### config.mk
export PLATFORM = sky130hd
export DESIGN_NAME = vga_timing_gen
export DESIGN_NICKNAME = d
export VERILOG_FILES = /design/src/rtl/vga_timing_gen.sv
export SDC_FILE = /design/constraint.sdc
export NUM_CORES = 1
export LEC_CHECK = 0
export ABC_AREA = 1
export BUFFER_PORTS_ARGS = -buffer_cell sky130_fd_sc_hd__buf_2
export CORE_UTILIZATION = 58
export CTS_BUF_LIST = sky130_fd_sc_hd__clkbuf_8
export CTS_CLUSTER_SIZE = 28
export DETAILED_ROUTE_END_ITERATION = 10
export PLACE_DENSITY = 0.83
export SLEW_MARGIN = 20
export SYNTH_ARGS = -nofsm -noshare
export SYNTH_HDL_FRONTEND = slang
export SYNTH_SLANG_ARGS = --single-unit
export TNS_END_PERCENT = 1
### constraint.sdc
create_clock -name pclk -period 2.22 [get_ports pclk]
set_clock_uncertainty 0.1 [all_clocks]
set_input_delay 0.111 -clock pclk [delete_from_list [all_inputs] [get_ports pclk]]
set_output_delay 0.111 -clock pclk [all_outputs]
set_load 0.01 [all_outputs]
### src/rtl/vga_timing_gen.sv
// VGA timing generator: free-running pixel/line counters with registered
// sync, blank and start-of-line/frame strobes, all aligned to the counts
// they are presented with.
// Optional feature macro: VGA_TIMING_GEN_FRAME_CNT_EN adds a 16-bit
// frame_cnt output that counts frame_start pulses.
module vga_timing_gen #(
  parameter int H_ACTIVE = 1024,
  parameter int H_FP     = 24,
  parameter int H_SYNC   = 136,
  parameter int H_BP     = 160,
  parameter int V_ACTIVE = 768,
  parameter int V_FP     = 3,
  parameter int V_SYNC   = 6,
  parameter int V_BP     = 29,
  parameter int HS_POL   = 0,
  parameter int VS_POL   = 0,
  parameter int CNT_W    = 11
) (
  input  logic             pclk,
  input  logic             rst,
  input  logic             en,
  output logic [CNT_W-1:0] hcount,
  output logic [CNT_W-1:0] vcount,
  output logic             hsync,
  output logic             vsync,
  output logic             hblnk,
  output logic             vblnk,
  output logic             line_start,
  output logic             frame_start
`ifdef VGA_TIMING_GEN_FRAME_CNT_EN
  ,
  output logic [15:0]      frame_cnt
`endif
);

  localparam int H_TOTAL = H_ACTIVE + H_FP + H_SYNC + H_BP;
  localparam int V_TOTAL = V_ACTIVE + V_FP + V_SYNC + V_BP;

  localparam logic [CNT_W-1:0] H_LAST     = CNT_W'(H_TOTAL - 1);
  localparam logic [CNT_W-1:0] V_LAST     = CNT_W'(V_TOTAL - 1);
  localparam logic [CNT_W-1:0] H_ACT_END  = CNT_W'(H_ACTIVE);
  localparam logic [CNT_W-1:0] V_ACT_END  = CNT_W'(V_ACTIVE);
  localparam logic [CNT_W-1:0] H_SS       = CNT_W'(H_ACTIVE + H_FP);
  localparam logic [CNT_W-1:0] H_SE       = CNT_W'(H_ACTIVE + H_FP + H_SYNC);
  localparam logic [CNT_W-1:0] V_SS       = CNT_W'(V_ACTIVE + V_FP);
  localparam logic [CNT_W-1:0] V_SE       = CNT_W'(V_ACTIVE + V_FP + V_SYNC);
  localparam logic             HS_ACT     = (HS_POL != 0) ? 1'b1 : 1'b0;
  localparam logic             VS_ACT     = (VS_POL != 0) ? 1'b1 : 1'b0;

  // Both frame totals must be representable in the counter width.
  if (H_TOTAL >= (1 << CNT_W)) begin : g_h_total_too_wide
    $error("vga_timing_gen: H_TOTAL does not fit in CNT_W bits");
  end
  if (V_TOTAL >= (1 << CNT_W)) begin : g_v_total_too_wide
    $error("vga_timing_gen: V_TOTAL does not fit in CNT_W bits");
  end

  logic [CNT_W-1:0] hcount_q, hcount_d;
  logic [CNT_W-1:0] vcount_q, vcount_d;
  logic             hsync_q, hsync_d;
  logic             vsync_q, vsync_d;
  logic             hblnk_q, hblnk_d;
  logic             vblnk_q, vblnk_d;
  logic             line_start_q, line_start_d;
  logic             frame_start_q, frame_start_d;
  logic             h_wrap, v_wrap;

  // Next counts, with sync/blank decoded from them so the registered
  // level outputs line up with the registered counts in the same cycle.
  always_comb begin
    h_wrap   = (hcount_q == H_LAST);
    v_wrap   = (vcount_q == V_LAST);
    hcount_d = h_wrap ? '0 : hcount_q + CNT_W'(1);
    vcount_d = vcount_q;
    if (h_wrap) begin
      vcount_d = v_wrap ? '0 : vcount_q + CNT_W'(1);
    end
    hblnk_d       = (hcount_d >= H_ACT_END);
    vblnk_d       = (vcount_d >= V_ACT_END);
    hsync_d       = ((hcount_d >= H_SS) && (hcount_d < H_SE)) ? HS_ACT : ~HS_ACT;
    vsync_d       = ((vcount_d >= V_SS) && (vcount_d < V_SE)) ? VS_ACT : ~VS_ACT;
    line_start_d  = en & h_wrap;
    frame_start_d = en & h_wrap & v_wrap;
  end

  // Timing state: advances only when enabled; strobes clear when idle.
  always_ff @(posedge pclk or posedge rst) begin
    if (rst) begin
      hcount_q      <= '0;
      vcount_q      <= '0;
      hsync_q       <= ~HS_ACT;
      vsync_q       <= ~VS_ACT;
      hblnk_q       <= 1'b0;
      vblnk_q       <= 1'b0;
      line_start_q  <= 1'b0;
      frame_start_q <= 1'b0;
    end else begin
      if (en) begin
        hcount_q <= hcount_d;
        vcount_q <= vcount_d;
        hsync_q  <= hsync_d;
        vsync_q  <= vsync_d;
        hblnk_q  <= hblnk_d;
        vblnk_q  <= vblnk_d;
      end
      line_start_q  <= line_start_d;
      frame_start_q <= frame_start_d;
    end
  end

  assign hcount      = hcount_q;
  assign vcount      = vcount_q;
  assign hsync       = hsync_q;
  assign vsync       = vsync_q;
  assign hblnk       = hblnk_q;
  assign vblnk       = vblnk_q;
  assign line_start  = line_start_q;
  assign frame_start = frame_start_q;

`ifdef VGA_TIMING_GEN_FRAME_CNT_EN
  logic [15:0] frame_cnt_q;

  // Frame counter steps together with the frame_start strobe it counts.
  always_ff @(posedge pclk or posedge rst) begin
    if (rst) begin
      frame_cnt_q <= '0;
    end else if (frame_start_d) begin
      frame_cnt_q <= frame_cnt_q + 16'd1;
    end
  end

  assign frame_cnt = frame_cnt_q;
`endif

endmodule

### Word-level counts from Yosys, hierarchy flattened

Index checks and enable logic that the tools add are counted.
Widths: inputs -> output; s select.

* muxes and demuxes: 5
* $lt $le $gt $ge: 6
* reductions and logical operators: 2
* add/subtract/negate cells: 2
* bitwise logic cells: 2
* equal/unequal tests: 2

Operators with widths (count)
* $mux 11: 3
* $add 11x1->11 const B: 2
* $ge 11x10->1 const B: 2
* $ge 11x11->1 const B: 2
* $eq 11x10->1 const B: 1
* $eq 11x11->1 const B: 1
* $lt 11x10->1 const B: 1
* $lt 11x11->1 const B: 1
* $and 1x1->1: 2
* $logic_and 1x1->1: 2
* $mux 1: 2

* logic and storage cells: 27
* output and inout port bits: 28
* input bits: 3
* register bits after elaboration: 28

### Longest topological paths before layout

Gate-level depths: netlist of run 1.

* depth in word-level cells: 6
* mapped depth: 14
* mapped depth without buffers: 14

### Worst setup path before layout of run 1

Ideal clock, no wire load.

* path kind: reg-to-reg
* start point: register hcount_q[0] (netlist: hcount[0])
* end point: register vsync_q (netlist: vsync)
* period minus slack after synthesis: 1.797 ns
* data required time: 2.044 ns
* stages on the path, launching flop included: 14
* data arrival time: 1.621 ns
* path buffers: 1
* slack: 0.423 ns
* setup time: 0.076 ns
* path through: dfrtp_1 > ha_1 > nand2_2 > nor2_4 > nand2_2 > nor2_4 > buf_6 > nand3_2 > nand2_2 > nand3_2 > nor2_2 > nand2_1 > nor2_1 > nor2_1

* cells in the longest elaborated chain, start to end: 5
* elaborated cells on any way between the ends: 6
* classes of those cells: order compare: 2; eq/ne: 1; mux: 2; reduce/logical: 1

RTL lines
* start, declared: line 58 `logic [CNT_W-1:0] hcount_q, hcount_d;`
* start signal, assigned: line 99 `hcount_q <= hcount_d;`
* $eq 11x11->1 (*): line 71 `h_wrap = (hcount_q == H_LAST);`
* $mux 11 (*): line 75 `if (h_wrap) begin`
* $ge 11x10->1 or $lt 11x10->1 (tied branches): line 81 `vsync_d = ((vcount_d >= V_SS) && (vcount_d < V_SE)) ? VS_ACT : ~VS_ACT;`
* $logic_and 1x1->1 (*): line 81
* $mux 1 (*): line 81
* end signal, assigned: line 92 `vsync_q <= ~VS_ACT;`
* end signal, assigned: line 102 `vsync_q <= vsync_d;`
* end, declared: line 61 `logic vsync_q, vsync_d;`

Every way passes the cells marked *; elsewhere a longest branch is shown, timed or not.
A chain may end at the register's enable or synchronous reset.

### Worst setup path in the final report of run 1

* start point: register hcount_q[1] (netlist: hcount[1])
* end point: register vsync_q (netlist: vsync)

The elaborated chain is that of the path after synthesis.

==> results.txt, run 1 <==
The number of global-route vias before repair came out at between 1.5k and 2k. The level count of the clock H-tree is 1. The number of top-level pins is 31. The placement row count came out at 19. The clock tree from TritonCTS is done. The post-synthesis average cell area came out at roughly 6.7 sq um. The number of detailed-route iterations in the first pass is 8. For this run, the leading register cell type out of synthesis is sky130_fd_sc_hd__dfrtp_1. The total number of nets in the final design is between 300 and 400. The share of the synthesized area in the top cell type is about a third. The number of antenna violations at the first check in global routing came out at 0. The worst slew margin relative to its limit is about three quarters.

The run finished, with violations left. At the pin with the least slew margin, the transition time is between 0.3 and 0.4 ns. The overall routed net length came out at 4060 um. The critical path arrival came out at ~2.2 ns.

After the first detailed-routing iteration, the DRC count stood at 97. Setup slack closes at roughly 0.16 ns. The floorplan step defined a die boundary enclosing 3331 sq um. In this run the worst path has a maximum fanout of 8. The clock passes through at most 2 buffers. The antenna diode instance count is 0.

The largest net degree at the start of global routing is 28. Counting every instance in the synthesized netlist gives 270. Across the VDD grid, the largest voltage drop is 512.9 uV.

Setup violations remaining at the end of the flow were counted as 0. The tree is rooted in a sky130_fd_sc_hd__clkbuf_8. Sorting the synthesized cells by area gives the leading types as sky130_fd_sc_hd__dfrtp_1, sky130_fd_sc_hd__nand2_1, sky130_fd_sc_hd__nor2_1. The final-report max-slew violation count is 0. The synthesized design spends more area on one cell type than any other, namely sky130_fd_sc_hd__dfrtp_1. STA classifies the critical path endpoint as a register.

The total half-perimeter wirelength after legalization and detailed placement came out at between 3000 and 4000 um. The checks that failed: design-rule violations. By startpoint and endpoint, the worst setup path is classified as register to register. The number of buffer cells added on primary ports is 30. The first global-routing pass estimated slightly below 7000 um of wire. In this run, synthesis inferred 0 flip-flops with an integrated enable. The filler cells instantiated in the layout total roughly 240.

The power per unit of standard cell area is a little under 800 nW/um^2. The mean number of vias per cell came out at about 5.3. After synthesis, the most frequently instantiated cells are sky130_fd_sc_hd__nand2_1, sky130_fd_sc_hd__nor2_1, sky130_fd_sc_hd__dfrtp_1. The clock transition at the register clock pins on the worst setup and hold paths after CTS came out at 0.09 ns. The number of nets still failing antenna checks after routing is 0. The standby leakage power is roughly 1 nW.

The initial cell density of the core is 63.11%. Across the run, the number of max-cap violations was 0. The congestion estimate from routability-driven global placement came to 0.8770.

The proportion of synthesized flip-flops having asynchronous set or reset is 100.0%. The routed layout has 1764 vias. The area of the multi-input gates came out at just under 1000 sq um.

The path class of the tightest hold or removal check is input pin to register. Counting every sink on the clock net gives 27. The wire length per cell after detailed routing came out at about 12 um. The vertical die dimension came out at just under 60 um. Of the synthesized area, sequential elements account for between 30% and 40%. The pre-CTS setup slack is 0.1457 ns.

The worst endpoint required time came out at between 2 and 2.5 ns. The synthesis warning total came out at 0. The final-report hold violation count came out at 0.

The layout-stage area growth over the synthesis result came out at 14.73%. The overall routing resource usage is 26.65%. Tracing the worst setup path back leads to its startpoint at hcount[1]. The area of the core came out at 2853 sq um.

The horizontal die dimension is between 50 and 60 um. The minimum period implied by the final worst setup slack is 2.064 ns. The clock insertion delay at the later pin of the skew report is 0.27 ns.

The global-route congestion overflow total is 0. The net count after synthesis came out at 276. TritonCTS created 3 clock buffers.

The total design power came out at around 0.0016 W. The maximum clock frequency came out at roughly 480 MHz. The post-synthesis cell type count is 30. The number of synthesized register bits came out at 27. In the routed design, unresolved DRC markers number 2. STA classifies the critical path startpoint as a register.

Yosys instantiated no cell more often than sky130_fd_sc_hd__nand2_1. In this run the most critical hold path is launched from en. The share of the cycle needed by the critical path after routing is between 90 and 100%. The share of cells above drive strength 1 is roughly 21%. Across the whole layout, storage elements account for between 600 and 700 sq um.

The combined area of all synthesized cells came out at 1800 sq um. The source of the worst register-to-register timing path is hcount[1].
## cells in the final DEF, fill, tap and decap left out, drive strengths merged, types with 3 or more instances in the layout
| master | Yosys | layout |
|---|---|---|
| nand2 | 102 | 102 |
| nor3 | 5 | 5 |
| clkbuf | 5 | 3 |
| nor2 | 35 | 35 |
| ha | 3 | 3 |
| buf | 3 | 38 |
| inv | 26 | 27 |
| dfrtp | 25 | 25 |
| o21ai | 22 | 22 |
| nand4 | 4 | 4 |
| nand3 | 25 | 25 |
## final cells by class
class / instances / area share [%]
clock inverter: 1 / 0.1817
multi-input combinational: 208 / 47.49
timing repair buffer: 39 / 10.66
sequential: 27 / 32.89
tap: 31 / 1.878
clock buffer: 3 / 1.999
inverter: 27 / 4.906
## critical path, cell delays in order, from the launching register on
cell,delay [ns]
sky130_fd_sc_hd__dfrtp_1,0.39
sky130_fd_sc_hd__ha_1,0.23
sky130_fd_sc_hd__nand2_2,0.08
sky130_fd_sc_hd__nor2_4,0.12
sky130_fd_sc_hd__nand2_2,0.09
sky130_fd_sc_hd__nor2_4,0.20
sky130_fd_sc_hd__buf_4,0.17
sky130_fd_sc_hd__nand3_1,0.07
sky130_fd_sc_hd__nand2_1,0.10
sky130_fd_sc_hd__nand2_1,0.06
sky130_fd_sc_hd__nor2_1,0.15
sky130_fd_sc_hd__nand2_1,0.08
sky130_fd_sc_hd__nor2_1,0.11
sky130_fd_sc_hd__nor2_1,0.05
## kinds of logic (layout without fill, tap and decap cells)
| logic type | after synthesis | after routing | synth area share, % |
|---|---|---|---|
| DFF | 27 | 27 | 37.67 |
| adders and majority gates | 3 | 3 | 2.085 |
| and+or+nand+nor | 174 | 174 | 42.32 |
| buffers and inverters | 35 | 70 | 7.991 |
| AOI/OAI and AO/OA | 27 | 27 | 7.992 |
| xor gates and xnor gates | 4 | 4 | 1.946 |
## report_power, final
group	switching [W]	internal [W]	total (W)
Clock	0.000150	0.000124	0.000274
Combinational	0.000354	0.000251	0.000605
Sequential	0.000148	0.000593	0.000741
## metrics by stage
| stage | hold slack, ns | TNS (ns) | cells | utilization, % | instance area (sq um) |
|---|---|---|---|---|---|
| after global placement | 0.07934 | 0 | 326 | 69.04 | 1969 |
| after global routing | 0.1974 | -0.001958 | 336 | 72.41 | 2066 |
| after detailed placement | 0.08346 | 0 | 326 | 69.04 | 1969 |
| after floorplan | 0.06223 | 0 | 270 | - | 1800 |
| final | 0.1817 | 0 | 336 | 72.41 | 2066 |
| after CTS | 0.1810 | 0 | 331 | 70.96 | 2024 |
## timing repair
| action | 4_1_cts | 5_1_grt |
|---|---|---|
| setup buffers | 0 | 5 |
| gates resized for setup | 0 | 2 |
| hold endpoints to repair | 25 | 0 |
| setup endpoints to repair | 0 | 2 |
| hold buffers | 1 | 0 |
## per-layer routing
metal	routed length (um)	up-vias	global-route usage, %
met5	0	-	0
met4	53	0	8.844
met3	209	5	2.679
met2	1823	51	40.70
met1	1974	788	39.83
li1	-	920	-
## final timing paths
kind	endpoint	slack [ns]	cells past startpoint
setup / recovery	vsync	0.16	13
min in group asynchronous	hcount[5]	0.36	4
max in group asynchronous	vsync	1.36	4
setup reg to reg	vsync	0.16	13
hold reg to reg	hsync	0.39	2
hold / removal	hcount[1]	0.18	4
## state kept, by name, summed over array words and instances (netlist names)
register     cells
hsync            1
line_start       1
vblnk            1
vsync            1
frame_start      1
hcount          11
vcount          11
No activity file was read; power rests on OpenSTA's default activity.
==> inputs of run 2 (changes only) <==
--- a/config.mk
+++ b/config.mk
@@ -7,11 +7,13 @@
 export LEC_CHECK = 0
 export ABC_AREA = 1
 export BUFFER_PORTS_ARGS = -buffer_cell sky130_fd_sc_hd__buf_2
-export CORE_UTILIZATION = 58
+export CELL_PAD_IN_SITES_DETAIL_PLACEMENT = 1
+export CELL_PAD_IN_SITES_GLOBAL_PLACEMENT = 2
+export CORE_UTILIZATION = 30
 export CTS_BUF_LIST = sky130_fd_sc_hd__clkbuf_8
 export CTS_CLUSTER_SIZE = 28
 export DETAILED_ROUTE_END_ITERATION = 10
-export PLACE_DENSITY = 0.83
+export PLACE_DENSITY = 0.8
 export SLEW_MARGIN = 20
 export SYNTH_ARGS = -nofsm -noshare
 export SYNTH_HDL_FRONTEND = slang
==> run 2 against run 1 <==
Against the previous run:
- the flow now finishes without violations
- clock power grew 9.5%
- first-iteration DRC count down 20%
- worst hold slack improved by 0.0025 ns
- setup slack improved by 0.056 ns
- global-route usage shrank 8.3 points
- critical path type unchanged
- sequential share of layout area fell by 1.5 points
- non-clock buffer count up 6
- via count rose by 1.5%
- sequential power down 0.7%
- die area increased by 90%
- highest routed layer unchanged
- final area grew 4.5%
- combinational power is 2% higher
- critical endpoint unchanged
==> results.txt, run 2 (synthesis results as in run 1) <==
The flow ran to the end, and the final reports show no timing, DRC or antenna violations. The overall routing resource usage came to 18.34% (-8.3 points). The number of fill cells came out at 751 (+210%). The number of cells traversed by the worst hold path is 4 (unchanged). The power per unit of standard cell area came out at 767.0 nW/um^2 (-2.2%).

The type of the setup path with the least slack is register to register. The area after detailed placement came out at 2058 sq um (+4.5%). Tracing the worst setup path back leads to its startpoint at hcount[0]. The total via count in the routed design is 1791 (+1.5%). The leading cell type in the layout, fill and taps excluded is sky130_fd_sc_hd__nand2_1. The number of top-level pins is 31 (unchanged). The area of the core is 5642 sq um (+98%). The total die area was 6315 sq um (+90%).

The vertical die dimension is 79.47 um (+38%). The antenna diode instance count is 0 (unchanged). The total half-perimeter wirelength after legalization and detailed placement came out at 4010 um (+33%).

In the layout the commonest cells are sky130_fd_sc_hd__nand2_1, sky130_fd_sc_hd__nor2_1, sky130_fd_sc_hd__buf_2, sky130_fd_sc_hd__dfrtp_1, sky130_fd_sc_hd__inv_1. The worst vdd rail ir drop came out at 314.3 uV (-39%). The number of remaining DRC errors is 0 (-2). The max capacitance violation total came to 0 (unchanged). The worst slew margin relative to its limit came out at 75.51% (-0.98 points). The minimum period implied by the final worst setup slack came to 2.008 ns (-0.05597 ns).

The final-report max-slew violation count came out at 0 (unchanged). The initial cell density of the core is 31.91% (-31 points). The setup TNS after final layout came out at 0 ns (unchanged).

The standby leakage power is 1.052 nW (+3.1%). The total number of nets in the final design was 318 (+1.9%). The maximum clock frequency came out at 498.0 MHz (+2.8%).

The number of instances in the placed design is 372 (+14%). The layout-stage area growth over the synthesis result came out at 19.94%. The endpoint identified for the worst register-to-register timing path is vsync.

The worst hold path terminates at hcount[1]. The slack of the worst reg-to-reg path is 0.21 ns (+0.06 ns). The number of nets still failing antenna checks after routing was 0 (unchanged). The fraction of the core area covered by cells at the end of the flow is 38.28% (-34 points). The wire length per cell after detailed routing came out at 13.57 um (+12%).

The worst hold path begins at en. The clock insertion delay at the later pin of the skew report came to 0.28 ns (about the same). The horizontal die dimension is 79.47 um (+38%). The placement row count came out at 27 (+8).

The count of placed standard cells in the final layout, fillers left out is 383 (+14%). The number of buffers inserted during clock tree synthesis came to 3 (unchanged). The final-report hold violation count was 0 (unchanged). The number of global-route vias before repair came out at 1850 (+22%). The number of setup violations in the final report came out at 0 (unchanged). The min-delay analysis places its worst path in the category input pin to register. The overall routed net length came out at 5196 um (+28%). The startpoint identified for the worst register-to-register timing path is hcount[0]. The routability congestion estimate was 0.7993 (-8.9%).

The number of detailed-route iterations in the first pass came to 4 (-4). The clock transition at the register clock pins on the worst setup and hold paths after CTS came out at 0.10 ns (about the same). The initial DRC count is 78 (-20%). The share of the cycle needed by the critical path after routing came to 90.44% (-2.5 points). The wire length of the first global-routing pass came to 9032 um (+31%). The final critical-path setup slack came to 0.2121 ns (+0.05597 ns). The count of clock tree sinks was 27 (unchanged). The cell area after layout came to 2160 sq um (+4.5%). The largest fanout of any net on the critical path was 9 (+1). The clock tree from TritonCTS is done.

The largest net degree at the start of global routing came out at 28 (unchanged). The number of antenna violations at the first check in global routing is 0 (unchanged). The share of cells above drive strength 1 came out at 21.86% (+1.2 points). The critical path arrival is 2.13 ns (-0.05 ns). Setup repair after global routing left no endpoint under its margin. The global-route congestion overflow total is 0 (unchanged). STA classifies the critical path endpoint as a register. The worst endpoint required time is 2.34 ns (about the same).

The depth of the worst register-to-register path came out at 13 (unchanged). The tree is rooted in a sky130_fd_sc_hd__clkbuf_8. The number of buffer cells added on primary ports came out at 30 (unchanged). The deepest clock path buffer count came out at 2 (unchanged). The pre-CTS setup slack came out at 0.1759 ns (+0.03017 ns). The number of gates resized after cts came out at 0 (unchanged). The level count of the clock H-tree came out at 1 (unchanged).

The worst setup path is launched from a register. The mean number of vias per cell was 4.676 (-11%). The slew of the pin with the lowest slew margin came out at 0.3673 ns (+0.01683 ns).
==> run 2: cell types whose count changed in the layout (fill, tap and decap cells not counted) <==
cell / delta
sky130_fd_sc_hd__buf_4: +6
sky130_fd_sc_hd__clkinv_2: +1
sky130_fd_sc_hd__dfrtp_1: +1
sky130_fd_sc_hd__dfrtp_2: -1
sky130_fd_sc_hd__inv_1: -1
sky130_fd_sc_hd__nor2_1: +1
sky130_fd_sc_hd__nor2_2: -1
==> run 2: area by class of cell <==
class                           count  area (sq um)  area share [%]
Timing Repair Buffer               45         265.3           12.28
Tap cell                           72         90.09           4.171
Sequential cell                    27         678.2           31.40
Clock buffer                        3         41.29           1.912
Inverter                           27         101.3           4.693
Multi-Input combinational cell    208         978.4           45.31
Clock inverter                      1         5.005          0.2317
==> run 2: routing by layer <==
layer	vias up	share of wire, %	wire length, um	global-route usage (%)
li1	932	-	-	-
met1	829	53	2754	26.49
met2	26	44	2269	29.06
met3	4	2.4	126	1.829
met4	0	0.89	46	4.364
met5	-	0	0	0
==> run 2: worst max-delay path by stage <==
| stage | cells after the start | end | slack, ns |
|---|---|---|---|
| after global placement | 13 | vsync | 0.24 |
| after CTS | 13 | vsync | 0.12 |
| after floorplan | 13 | vsync | 0.42 |
| after global routing | 15 | vsync | 0.005 |
| final | 13 | vsync | 0.21 |
| after detailed placement | 13 | vsync | 0.18 |
==> run 2: what timing repair did <==
| action | 4_1_cts | 5_1_grt |
|---|---|---|
| hold buffers | 1 | 0 |
| buffers inserted | 0 | 6 |
| endpoints found under the hold margin | 25 | 0 |
| setup endpoints to repair | 0 | 1 |
==> run 2: worst max-delay path: stages, from the launching register on <==
cell,delay [ns]
sky130_fd_sc_hd__dfrtp_1,0.41
sky130_fd_sc_hd__ha_1,0.22
sky130_fd_sc_hd__nand2_2,0.08
sky130_fd_sc_hd__nor2_4,0.11
sky130_fd_sc_hd__nand2_2,0.09
sky130_fd_sc_hd__nor2_4,0.21
sky130_fd_sc_hd__buf_4,0.16
sky130_fd_sc_hd__nand3_1,0.05
sky130_fd_sc_hd__nand2_1,0.11
sky130_fd_sc_hd__nand3_1,0.10
sky130_fd_sc_hd__nor2_1,0.11
sky130_fd_sc_hd__nand2_1,0.06
sky130_fd_sc_hd__nor2_1,0.09
sky130_fd_sc_hd__nor2_1,0.05
==> run 2: where the power goes <==
group          internal [W]  switching (W)
sequential         0.000592       0.000144
clock              0.000126       0.000174
combinational      0.000243       0.000377
total              0.000962       0.000694
==> run 2: per-stage QoR <==
step / hold WS [ns] / power (W)
2_1_floorplan: 0.06223 / 0.001129
3_3_place_gp: 0.1028 / 0.001360
3_5_place_dp: 0.1051 / 0.001376
4_1_cts: 0.1817 / 0.001684
5_1_grt: 0.2238 / 0.001803
6_report: 0.1841 / 0.001656
==> inputs of run 3 (changes only) <==
--- a/config.mk
+++ b/config.mk
@@ -6,14 +6,14 @@
 export NUM_CORES = 1
 export LEC_CHECK = 0
 export ABC_AREA = 1
-export BUFFER_PORTS_ARGS = -buffer_cell sky130_fd_sc_hd__buf_2
 export CELL_PAD_IN_SITES_DETAIL_PLACEMENT = 1
 export CELL_PAD_IN_SITES_GLOBAL_PLACEMENT = 2
 export CORE_UTILIZATION = 30
 export CTS_BUF_LIST = sky130_fd_sc_hd__clkbuf_8
 export CTS_CLUSTER_SIZE = 28
 export DETAILED_ROUTE_END_ITERATION = 10
-export PLACE_DENSITY = 0.8
+export DONT_BUFFER_PORTS = 1
+export PLACE_DENSITY = 0.71
 export SLEW_MARGIN = 20
 export SYNTH_ARGS = -nofsm -noshare
 export SYNTH_HDL_FRONTEND = slang
==> run 3 against run 2 <==
Against the previous run:
- first-iteration DRC count down 5.1%
- die area unchanged
- total power down 0.86%
- setup slack gained 0.025 ns
- cell count shrank 6.3%
- combinational power rose by 2%
- critical path depth is 2 lower
- global-route usage is 0.92 points higher
- maximum frequency up 1.3%
- register-to-register slack gained 0.02 ns
- sequential power is 2% lower
- highest routed layer unchanged
==> results.txt, run 3 (synthesis results as in run 1) <==
The clock transition at the register clock pins on the worst setup and hold paths after CTS was 0.10 ns (about the same). The slack of the worst reg-to-reg path is 0.24 ns (+0.02 ns). The total die area came out at 6315 sq um (unchanged). The mean number of vias per cell is 4.844 (+3.6%).

The number of instances in the placed design is 353 (-5.1%). The global-route congestion overflow total is 0 (unchanged). The count of placed standard cells in the final layout, fillers left out was 359 (-6.3%).

The depth of the worst register-to-register path came out at 11 (-2). The final-report hold violation count is 0 (unchanged). Counting stages on the worst path, the most repeated cell is sky130_fd_sc_hd__nand2_1. The antenna diode instance count came to 0 (unchanged). The number of top-level pins is 31 (unchanged). The largest net degree at the start of global routing is 28 (unchanged). The final-report max-slew violation count is 0 (unchanged). The signal on the critical path passes through nor2_1 > nand3_1 > nor2_4 > nand2_1 > o21ai_1 > inv_1 > nand2_1 > nand2_1 > nand2_1 > nor2_1 > nor2_1. The power per unit of standard cell area came to 795.4 nW/um^2 (+3.7%). The final hold slack is 0.01500 ns (-0.1691 ns). The start point of the worst min-delay path is en. The number of fill cells is 726 (-3.3%). The min-delay analysis places its worst path in the category input pin to register. The flow ran to the end, and the final reports show no timing, DRC or antenna violations. The routability congestion estimate was 0.7720 (-3.4%). The type of origin of the critical path is a register. The area of the core was 5642 sq um (unchanged). The worst endpoint required time came out at 2.34 ns (about the same). The number of global-route vias before repair is 1775 (-4.1%). Relative to the synthesized area, the layout overhead comes to 14.66%. The horizontal die dimension is 79.47 um (unchanged). The slew of the pin with the lowest slew margin is 0.6399 ns (+0.2726 ns). The standby leakage power came out at 0.9626 nW (-8.5%).

The number of detailed-route iterations in the first pass is 4 (unchanged). The most critical setup path has its endpoint at vsync. The worst register-to-register path begins at hcount[6]. The number of setup violations in the final report is 0 (unchanged). The number of buffers inserted during clock tree synthesis came out at 3 (unchanged). The pre-CTS setup slack is 0.2053 ns (+0.02941 ns).

The level count of the clock H-tree was 1 (unchanged). The wire length per cell after detailed routing came to 15.09 um (+11%). The setup path with the least slack is of type register to register. The count of clock tree sinks came out at 27 (unchanged). The setup TNS after final layout is 0 ns (unchanged). The max capacitance violation total is 0 (unchanged). The total number of nets in the final design came out at 294 (-7.5%). In the layout the commonest cells are sky130_fd_sc_hd__nand2_1, sky130_fd_sc_hd__nor2_1, sky130_fd_sc_hd__inv_1, sky130_fd_sc_hd__dfrtp_1, sky130_fd_sc_hd__nand3_1. The total via count in the routed design came out at 1739 (-2.9%). The tree is rooted in a sky130_fd_sc_hd__clkbuf_8. The deepest clock path buffer count is 2 (unchanged). The minimum period implied by the final worst setup slack came to 1.983 ns (-0.02500 ns). In this run the worst setup path begins at hcount[6].

The vertical die dimension came to 79.47 um (unchanged). The wire length of the first global-routing pass is 9404 um (+4.1%). Setup repair after global routing left no endpoint under its margin.

The largest fanout of any net on the critical path was 12 (+3). The number of remaining DRC errors is 0 (unchanged). The worst setup path is captured at a register.

The total half-perimeter wirelength after legalization and detailed placement is 4201 um (+4.8%). The worst register-to-register path ends at vsync. The maximum clock frequency came out at 504.3 MHz (+1.3%).

The share of cells above drive strength 1 is 15.33% (-6.5 points). The initial cell density of the core is 31.91% (unchanged). The overall routed net length came to 5419 um (+4.3%).

The worst vdd rail ir drop is 281.7 uV (-10%). Leaving out fill and tap cells, the most frequent cell in the layout is sky130_fd_sc_hd__nand2_1. The number of antenna violations at the first check in global routing is 0 (unchanged). The share of the cycle needed by the critical path after routing is 89.32% (-1.1 points).

The critical path arrival came out at 2.11 ns (-0.02 ns). The initial DRC count was 74 (-5.1%). The worst slew margin relative to its limit came to 57.20% (-18 points).

The number of buffer cells added on primary ports was 0 (-100%). The fraction of the core area covered by cells at the end of the flow is 36.59% (-1.7 points). The highest cell delay on the worst timing path is 0.51 ns (+0.10 ns). The final critical-path setup slack is 0.2371 ns (+0.02500 ns).

The clock tree from TritonCTS is done. The cell type of the slowest stage on the worst timing path is sky130_fd_sc_hd__dfrtp_1. The number of cells traversed by the worst hold path was 2 (-2).

The placement row count came out at 27 (unchanged). The overall routing resource usage came out at 19.26% (+0.92 points). The number of nets still failing antenna checks after routing came out at 0 (unchanged).

The clock insertion delay at the later pin of the skew report came out at 0.28 ns (about the same).
## run 3: how the worst min path moves through the flow
stage               slack [ns]           to
finish                    0.02    hcount[6]
global route              0.05    hcount[6]
CTS                       0.02    hcount[6]
detailed placement       0.003    vcount[4]
global placement         0.005    vcount[4]
floorplan                 0.06  frame_start
## run 3: critical path, delay by kind of cell, from the launching register on
| kind | cells | cell delay, ns |
|---|---|---|
| flops | 1 | 0.51 |
| simple gates | 9 | 1.05 |
| buf+inv | 1 | 0.08 |
| compound gates | 1 | 0.20 |
## run 3: cell type report
type,instances,area [sq um],area share (%)
Timing Repair Buffer,21,162.7,7.879
Sequential cell,27,679.4,32.91
Inverter,27,101.3,4.909
Clock inverter,1,3.754,0.1818
Multi-Input combinational cell,208,985.9,47.76
Clock buffer,3,41.29,2.000
Tap cell,72,90.09,4.364
## run 3: repair_timing
| action | in CTS | in global routing |
|---|---|---|
| hold buffers | 2 | 0 |
| gates resized for setup | 0 | 3 |
| buffers inserted | 0 | 0 |
| endpoints found under the hold margin | 40 | 0 |
| setup endpoints to repair | 0 | 1 |
## run 3: through the flow
| step | total power, W | cell area (sq um) |
|---|---|---|
| final | 0.001642 | 2064 |
| after global placement | 0.001355 | 1991 |
| after global routing | 0.001794 | 2064 |
| after floorplan | 0.001129 | 1800 |
| after detailed placement | 0.001366 | 1991 |
| after CTS | 0.001670 | 2056 |
## run 3: power breakdown
group          switching [W]  internal, W
Combinational       0.000387     0.000243
Clock               0.000165     0.000125
Sequential          0.000130     0.000592
## run 3: routing by layer
metal  global-route usage (%)  wire length, um  vias up  part of all wire (%)
met1                    28.10             2857      818                    53
met2                    29.57             2338       30                    43
met5                        0                0        -                     0
met4                    3.273               36        0                  0.66
met3                    3.543              186        4                   3.4
li1                         -                -      887                     -
